<file path="src/rtl/trigger_sequencer.sv">
// Trigger sequencer: arms the glitch chain, holds the target in reset, waits for a
// qualified external trigger and issues a single-cycle start strobe to the pulser.
module trigger_sequencer #(
  parameter int SYNC_STAGES = 2,
  parameter int RST_W       = 16,
  parameter int TMO_W       = 24
) (
  input  logic             clk,
  input  logic             rst,
  input  logic             arm_i,
  input  logic             abort_i,
  input  logic             trigger_i,
  input  logic [1:0]       edge_sel_i,
  input  logic [RST_W-1:0] reset_cycles_i,
  input  logic [TMO_W-1:0] timeout_i,
  input  logic             pulser_busy_i,
  output logic             pulse_en_o,
  output logic             target_reset_o,
  output logic             armed_o,
  output logic             timeout_o,
  output logic             busy_o
);

  typedef enum logic [2:0] {
    S_IDLE,
    S_RESET,
    S_WAIT_TRIG,
    S_FIRE,
    S_WAIT_DONE
  } state_t;

  typedef enum logic [1:0] {
    EDGE_RISE  = 2'b00,
    EDGE_FALL  = 2'b01,
    EDGE_ANY   = 2'b10,
    LEVEL_HIGH = 2'b11
  } edge_mode_t;

  state_t           state;
  edge_mode_t       mode_q;
  logic [RST_W-1:0] rst_len_q;
  logic [TMO_W-1:0] tmo_q;
  logic [RST_W-1:0] rst_cnt;
  logic [TMO_W-1:0] tmo_cnt;
  logic             done_seen;

  logic [SYNC_STAGES-1:0] sync_q;
  logic                   trig_s;
  logic                   hist_q;
  logic                   hit;
  logic                   rst_last;
  logic                   tmo_last;

  // Metastability guard for the asynchronous trigger pin; only the last stage is used.
  always_ff @(posedge clk or negedge rst) begin
    if (!rst) begin
      sync_q <= '0;
    end else begin
      // NOTE: sequential state uses non-blocking assignments so every flop samples
      // the pre-edge values of its neighbours, which is what makes this a shift chain.
      sync_q <= {sync_q[SYNC_STAGES-2:0], trigger_i};
    end
  end

  assign trig_s = sync_q[SYNC_STAGES-1];

  // History tracks the previous synchronised level in every state, so on WAIT_TRIG
  // entry it already holds the current level and a static level never reads as an edge.
  always_ff @(posedge clk or negedge rst) begin
    if (!rst) begin
      hist_q <= 1'b0;
    end else begin
      hist_q <= trig_s;
    end
  end

  always_comb begin
    // NOTE: default assignment first so no path through the case leaves hit unassigned,
    // which would otherwise infer a latch.
    hit = 1'b0;
    case (mode_q)
      EDGE_RISE:  hit = trig_s & ~hist_q;
      EDGE_FALL:  hit = ~trig_s & hist_q;
      EDGE_ANY:   hit = trig_s ^ hist_q;
      LEVEL_HIGH: hit = trig_s;
      default:    hit = 1'b0;
    endcase
  end

  assign rst_last = (rst_cnt == rst_len_q - RST_W'(1));
  assign tmo_last = (tmo_q != '0) && (tmo_cnt == tmo_q - TMO_W'(1));

  always_ff @(posedge clk or negedge rst) begin
    if (!rst) begin
      state          <= S_IDLE;
      mode_q         <= EDGE_RISE;
      rst_len_q      <= '0;
      tmo_q          <= '0;
      rst_cnt        <= '0;
      tmo_cnt        <= '0;
      done_seen      <= 1'b0;
      pulse_en_o     <= 1'b0;
      target_reset_o <= 1'b0;
      armed_o        <= 1'b0;
      timeout_o      <= 1'b0;
      busy_o         <= 1'b0;
    end else begin
      pulse_en_o <= 1'b0;
      if (abort_i) begin
        // Abort outranks arm, detection and expiry; timeout_o keeps its last value.
        state          <= S_IDLE;
        target_reset_o <= 1'b0;
        armed_o        <= 1'b0;
        busy_o         <= 1'b0;
      end else begin
        case (state)
          S_IDLE: begin
            if (arm_i) begin
              mode_q    <= edge_mode_t'(edge_sel_i);
              rst_len_q <= reset_cycles_i;
              tmo_q     <= timeout_i;
              rst_cnt   <= '0;
              tmo_cnt   <= '0;
              timeout_o <= 1'b0;
              busy_o    <= 1'b1;
              if (reset_cycles_i != '0) begin
                state          <= S_RESET;
                target_reset_o <= 1'b1;
              end else begin
                state   <= S_WAIT_TRIG;
                armed_o <= 1'b1;
              end
            end
          end

          S_RESET: begin
            if (rst_last) begin
              state          <= S_WAIT_TRIG;
              target_reset_o <= 1'b0;
              armed_o        <= 1'b1;
            end else if (rst_cnt != '1) begin
              rst_cnt <= rst_cnt + 1'b1;
            end
          end

          S_WAIT_TRIG: begin
            // Detection is tested first so it wins over a coincident expiry.
            if (hit) begin
              state      <= S_FIRE;
              armed_o    <= 1'b0;
              pulse_en_o <= 1'b1;
            end else if (tmo_last) begin
              state     <= S_IDLE;
              armed_o   <= 1'b0;
              timeout_o <= 1'b1;
              busy_o    <= 1'b0;
            end else if (tmo_cnt != '1) begin
              tmo_cnt <= tmo_cnt + 1'b1;
            end
          end

          S_FIRE: begin
            state     <= S_WAIT_DONE;
            done_seen <= 1'b0;
          end

          S_WAIT_DONE: begin
            // The first cycle is unconditional so the pulser has time to raise busy.
            if (!done_seen) begin
              done_seen <= 1'b1;
            end else if (!pulser_busy_i) begin
              state  <= S_IDLE;
              busy_o <= 1'b0;
            end
          end

          default: begin
            state          <= S_IDLE;
            target_reset_o <= 1'b0;
            armed_o        <= 1'b0;
            busy_o         <= 1'b0;
          end
        endcase
      end
    end
  end

  // Sequence-level invariants.
  a_pulse_single: assert property (@(posedge clk) disable iff (!rst) pulse_en_o |=> !pulse_en_o);
  a_arm_excl:     assert property (@(posedge clk) disable iff (!rst) !(armed_o && target_reset_o));

endmodule

</file>
<file path="config.mk">
export PLATFORM = sky130hd
export DESIGN_NAME = trigger_sequencer
export DESIGN_NICKNAME = d
export VERILOG_FILES = /design/src/rtl/trigger_sequencer.sv
export SDC_FILE = /design/constraint.sdc
export NUM_CORES = 1
export LEC_CHECK = 0
export ABC_AREA = 1
export ABC_CLOCK_PERIOD_IN_PS = 3870
export BUFFER_PORTS_ARGS = -buffer_cell sky130_fd_sc_hd__buf_2
export CAP_MARGIN = 15
export CORE_MARGIN = 5
export CORE_UTILIZATION = 45
export DETAILED_ROUTE_END_ITERATION = 6
export GPL_TIMING_DRIVEN = 0
export PLACE_DENSITY = 0.62
export SLEW_MARGIN = 20
export SYNTH_ARGS = -nofsm -noshare
export SYNTH_HDL_FRONTEND = slang
export SYNTH_SLANG_ARGS = --single-unit
</file>
<file path="constraint.sdc">
create_clock -name clk -period 3.87 [get_ports clk]
set_clock_uncertainty 0.05 [all_clocks]
set_input_delay 0.1935 -clock clk [delete_from_list [all_inputs] [get_ports clk]]
set_output_delay 0.1935 -clock clk [all_outputs]
set_load 0.1 [all_outputs]
</file>
# Word level (Yosys, flattened, before mapping)
# Index checks and enable logic that the tools add are counted.
classes:
  mux: 45
  n_bitwise: 6
  eq_ne: 30
  addsub: 4
  reduce_logical: 20
ops:
  columns: ["op", "count"]
  rows:
  - ["two-way mux 24 bit", 4]
  - ["two-way mux 16 bit", 3]
  - ["case mux 24 bit (2 select lines)", 1]
  - ["case mux 16 bit (2 select lines)", 1]
  - ["adder 24 x 1 -> 24 bit, second input constant", 1]
  - ["equality test 24 bit", 1]
  - ["!= test 24 bit, second input constant", 1]
  - ["!= test 3 bit, second input constant", 8]
  - ["nonzero test 24 bit", 1]
  - ["subtractor 24 x 1 -> 24 bit, second input constant", 1]
  - ["two-way mux 1 bit", 21]
  - ["two-way mux 3 bit", 7]
  - ["AND reduction 5 bit", 4]
  - ["adder 16 x 1 -> 16 bit, second input constant", 1]
  - ["equality test 16 bit", 1]
  - ["!= test 16 bit, second input constant", 1]
  - ["nonzero test 16 bit", 1]
  - ["subtractor 16 x 1 -> 16 bit, second input constant", 1]
  - ["case mux 3 bit (5 select lines)", 1]
  - ["!= test 2 bit, second input constant", 7]
  - ["case mux 1 bit (4 select lines)", 3]
  - ["AND reduction 6 bit", 2]
  - ["equality test 3 x 2 -> 1 bit, second input constant", 2]
  - ["!= test 2 x 1 -> 1 bit, second input constant", 3]
  - ["20 further kinds", 28]
totals:
  ff_bits: 94
  word_cells: 119
  out_inout_bits: 5

# Logic depth before layout (Yosys ltp)
depth:
  ltp_word: 7
  mapped_depth: 19
  mapped_depth_nobuf: 18

# Worst setup path before layout
# No wires, ideal clock.
synth_path:
  path_type: "register to register"
  startpoint: "register tmo_q[0]"
  endpoint: "register tmo_cnt[0]"
  path_slack_ps: 1722
  synth_period_minus_slack_ps: 2148
  t_arrival_ps: 1980
  stages_incl_launch_ff: 17
  n_path_buf: 1
  cell_sequence: "dfrtp_1 -> inv_1 -> ha_1 -> nand2_2 -> nor2_4 -> nand2_1 -> nand2_1 -> nand2_1 -> a21oi_1 -> nand2_1 -> nor3_2 -> nand2_2 -> nand2_4 -> nand2_4 -> buf_6 -> nand3_1 -> nand2_1"
synth_via:
  elab_chain_cells: 5
  word_cells_on_any_way: 6
  cone_classes: "add/sub (1); eq/ne (2); reduce/logical (3)"
synth_lines:
  columns: ["item", "line_no", "rtl"]
  rows:
  - ["start, declared", "42", "logic [TMO_W-1:0] tmo_q;"]
  - ["start signal, assigned", "121", "tmo_q <= timeout_i;"]
  - ["subtractor 24 x 1 -> 24 bit", "91", "assign tmo_last = (tmo_q != '0) && (tmo_cnt == tmo_q - TMO_W'(1));"]
  - ["equality test 24 bit", "91", null]
  - ["logical AND 1 bit (*)", "91", null]
  - ["!= test 2 bit (no source line) (*)", null, null]
  - ["AND reduction 6 bit (no source line) (*)", null, null]
  - ["end signal, assigned", "158", "tmo_cnt <= tmo_cnt + 1'b1;"]
  - ["end, declared", "44", "logic [TMO_W-1:0] tmo_cnt;"]
# Mark *: on every way between the ends. The rest lies on a longest branch, timed or not.
# A chain may end at the register's enable or synchronous reset.

==> flow_results.org <==
** Run status
- The flow ran to the end, and the final reports show no timing, DRC or antenna violations.

** Power
- Total power for the finished layout comes to 4.792 mW.
- Static Leak :: 3.695 nW
- Across the VDD grid, the largest voltage drop is 0.0004286 V.
- Power spread over the standard cell area amounts to 624.5 nW/µm².

** Layout
- The filler cells instantiated in the layout total 1473.
- Commonest cells after routing, fill and taps aside :: 328 x nand2_1, 136 x nor2_1, 104 x inv_1, 94 x dfrtp_1, 76 x nand3_1
- Cells with a size suffix above 1 make up 11.81% of the layout.
- The multi-input combinational cells in the finished layout cover a total of 3759 µm².
- Summing all flip-flop and latch instances after layout gives 2352 µm².
- Most frequent standard cell in the layout excluding fill and tap cells :: nand2_1
- Syn-to-layout area delta :: 15.55%
- At the end of the flow, the number of nets in the layout was 1124.
- The number of antenna diodes in the final layout is 0.

** Floorplan
- I/O pin total :: 53
- The initial utilization of the core area, before any placement, comes to 45.86%.
- Std cell rows :: 44
- Die Span Y :: 131.5 µm
- Floorplan die width :: 131.5 µm
- The total area inside the core boundary comes to 14480 µm².
- Die area :: 17290 µm²

** Detailed routing
- Number of vias after detailed routing :: 6353
- Detailed Routing Iterations Pass 1 :: 5
- Number of DRC markers in iteration 0 :: 446
- After detailed routing, the number of vias per cell comes to 5.046.
- For this run, design rule violations remaining after detail routing come to 0.
- Dividing the detail-routed wire length by the instance count gives 14.66 µm.
- The final layout contains routed wiring with a total length of 18460 µm.
- Antenna Violating Nets Remaining :: 0

** Timing
- Max Transition Viols Final :: 0
- Least-Margin Pin Slew :: 0.7585 ns
- Setup repair after global routing left no endpoint under its margin.
- Highest clock frequency the design can meet :: 360.8 MHz
- Setup violations remaining at the end of the flow were counted as 0.
- Minimum clock period :: 2.771 ns
- Final period util :: 71.61%
- Summed over all failing endpoints, the final setup total negative slack is 0 ns.
- The count of endpoints failing hold in the final timing report was 0.
- Slew headroom :: 49.05%

** Critical path
- CP Launch Type :: flop
- CP Class :: reg -> reg
- On the critical path the largest part of the delay comes from simple AND/OR/NAND/NOR gates.
- Worst path buffer plus inverter count :: 2
- Slowest stage cell on the critical path :: clkbuf_1
- For the worst setup path, the data arrival time is 2.99 ns.
- For the worst flop-to-flop path, the logic depth is 11.
- Kind of capture point of the worst setup path :: flop
- The critical path starts at sync_q[1].
- CP Max Fanout :: 10
- Cells along the critical path :: inv_1, ha_1, nor2_1, a211oi_1, a21oi_1, nand2_1, nand3_1, nor2_1, clkbuf_1, nand2_1, o21ai_0
- Reg-to-reg critical path endpoint :: mode_q[1]
- The startpoint identified for the worst register-to-register timing path is sync_q[1].
- Capturing element of the worst setup path :: mode_q[1]
- Worst Path Required :: 4.09 ns
- Register-to-register setup slack :: 1.10 ns
- Total number of cells along the worst setup path :: 11
- Max stage delay on crit path :: 0.63 ns

** Clock tree
- CTS built an H-tree with a depth of 3.
- CTS sink count :: 94
- The root buffer cell chosen for the clock tree is clkbuf_16.
- Buffers inserted during clock tree synthesis total 9.
- At the later pin of the worst-skew pair, clock insertion delay measures 0.36 ns.
- Maximum root-to-sink buffer count :: 2
- After clock tree synthesis, the clock-pin slew on the worst setup and hold paths is 0.08 ns.
- TritonCTS built the clock tree.

** GRT
- Via count of the first global-routing pass :: 6067
- Initial antenna violation count :: 0
- GR Overflow Total :: 0
- Maximum number of pins on one net before global-route repair :: 51
- Tot GR Track Use :: 21.76%
- The first global-routing pass estimated 31130 µm of wire.

** Placed design
- Quantity of I/O buffers inserted on ports :: 52
- Detailed placement ended at an HPWL of 14010 µm.
- Routability-driven placement finished with a final weighted congestion of 0.8853.

** Yosys
- Sequential cells were found to cover 35.42% of the synthesized design area.
- Among all flip-flop cells after synthesis, the most frequent one is dfrtp_1.
- Flop and latch count out of synthesis :: 94
- In this run, synthesis inferred 0 flip-flops with an integrated enable.
- Synth cell types :: 41
- Largest cells by area after synthesis :: dfrtp_1 35%, nand2_1 19%, nor2_1 7.7%
- The average instance in the mapped netlist occupies 6.748 µm².
- dfrtp_1 takes more of the synthesized area than any other cell.
- The synthesized design devotes to its leading area cell type 35.42% of total area.
- Summing every instance area after synthesis gives 6640 µm².
- Syn Nets :: 1038
- Ys Warns :: 0
- Async set-reset flop share out of synthesis :: 100.0%
- Instance count of the mapped netlist :: 984

** Min path
- The min-delay analysis places its worst path in the category in -> reg.

** Job
- MaxCap Viol Count :: 0
worst min-delay path by stage:
stage	endpoint	cells after the start	slack [ns]	startpoint
2_1_floorplan	armed_o	0	-0.15	rst
3_3_place_gp	sync_q[0]	1	0.25	trigger_i
3_5_place_dp	tmo_q[0]	1	0.11	rst
4_1_cts	rst_len_q[8]	3	0.002	reset_cycles_i[8]
5_1_grt	rst_len_q[11]	3	0.01	reset_cycles_i[11]
6_report	tmo_q[23]	3	0.005	timeout_i[23]
worst register-to-register path, stage by stage, from the launching register on:
cell	delay, ns
dfrtp_1	0.39
inv_1	0.06
ha_1	0.27
nor2_1	0.04
a211oi_1	0.16
a21oi_1	0.08
nand2_1	0.13
nand3_1	0.15
nor2_1	0.43
clkbuf_1	0.63
nand2_1	0.17
o21ai_0	0.12
per-layer routing:
layer  GRT usage [%]  up-vias  wire, µm
met3           2.752       22       735
met5               0        -         0
li1                -     3274         -
met4           6.857        0       383
met1           32.09     2922      9145
met2           33.30      135      8191
registers in the layout (all words and copies together) (netlist names):
signal and flops:
busy_o 1, target_reset_o 1, sync_q 2, tmo_cnt 24
hist_q 1, rst_len_q 16, mode_q 2, tmo_q 24
state 3, pulse_en_o 1, rst_cnt 16, done_seen 1
timeout_o 1, armed_o 1
cells in the mapped netlist (all sizes together) (2+ instances only):
library cell,n
a211oi,2
a21oi,6
and2,2
buf,10
clkbuf,13
clkinv,2
dfrtp,94
ha,6
inv,105
nand2,345
nand3,76
nand3b,10
nand4,21
nor2,149
nor3,24
nor3b,2
nor4,10
o21ai,37
o21bai,3
o31ai,3
xnor2,16
xor2,41
repair_timing:
item                      4_1_cts  5_1_grt
hold buffers                   22        0
buffers inserted                0        0
resized for setup               0        0
hold endpoints to repair       65        0
layout make-up:
class / count / share of cell area, %
Clock buffer: 9 / 2.935
Multi-Input combinational cell: 760 / 48.99
Timing Repair Buffer: 75 / 6.703
Buffer: 23 / 1.663
Tap cell: 184 / 3.001
Clock inverter: 7 / 0.8154
Sequential cell: 94 / 30.66
Inverter: 107 / 5.235
per-stage QoR:
stage | hold slack [ns] | utilization (%) | instance area (µm²) | setup WS, ns | cells
floorplan | -0.1521 | - | 6640 | 1.722 | 984
global placement | 0.2526 | 49.25 | 7131 | 1.145 | 1220
detailed placement | 0.1076 | 49.48 | 7164 | 1.120 | 1221
CTS | 0.002494 | 52.99 | 7672 | 1.101 | 1259
global route | 0.01144 | 52.99 | 7672 | 0.8983 | 1259
finish | 0.005307 | 52.99 | 7672 | 1.099 | 1259
power breakdown:
part	total, mW	internal, mW	switching [mW]	leakage (nW)
Clock	0.885	0.451	0.433	0.139
Sequential	1.59	1.24	0.348	1.23
Combinational	2.32	0.759	1.56	2.32
Total	4.79	2.45	2.34	3.69
cell families after synthesis:
family          Yosys count  synth area share, %
buf+inv                 130                7.970
xor+xnor                 58                7.857
flops                    94                35.42
simple gates            641                42.28
fa+ha+maj                 6                1.131
compound gates           55                5.333
Power figures use the tool's default switching activity.
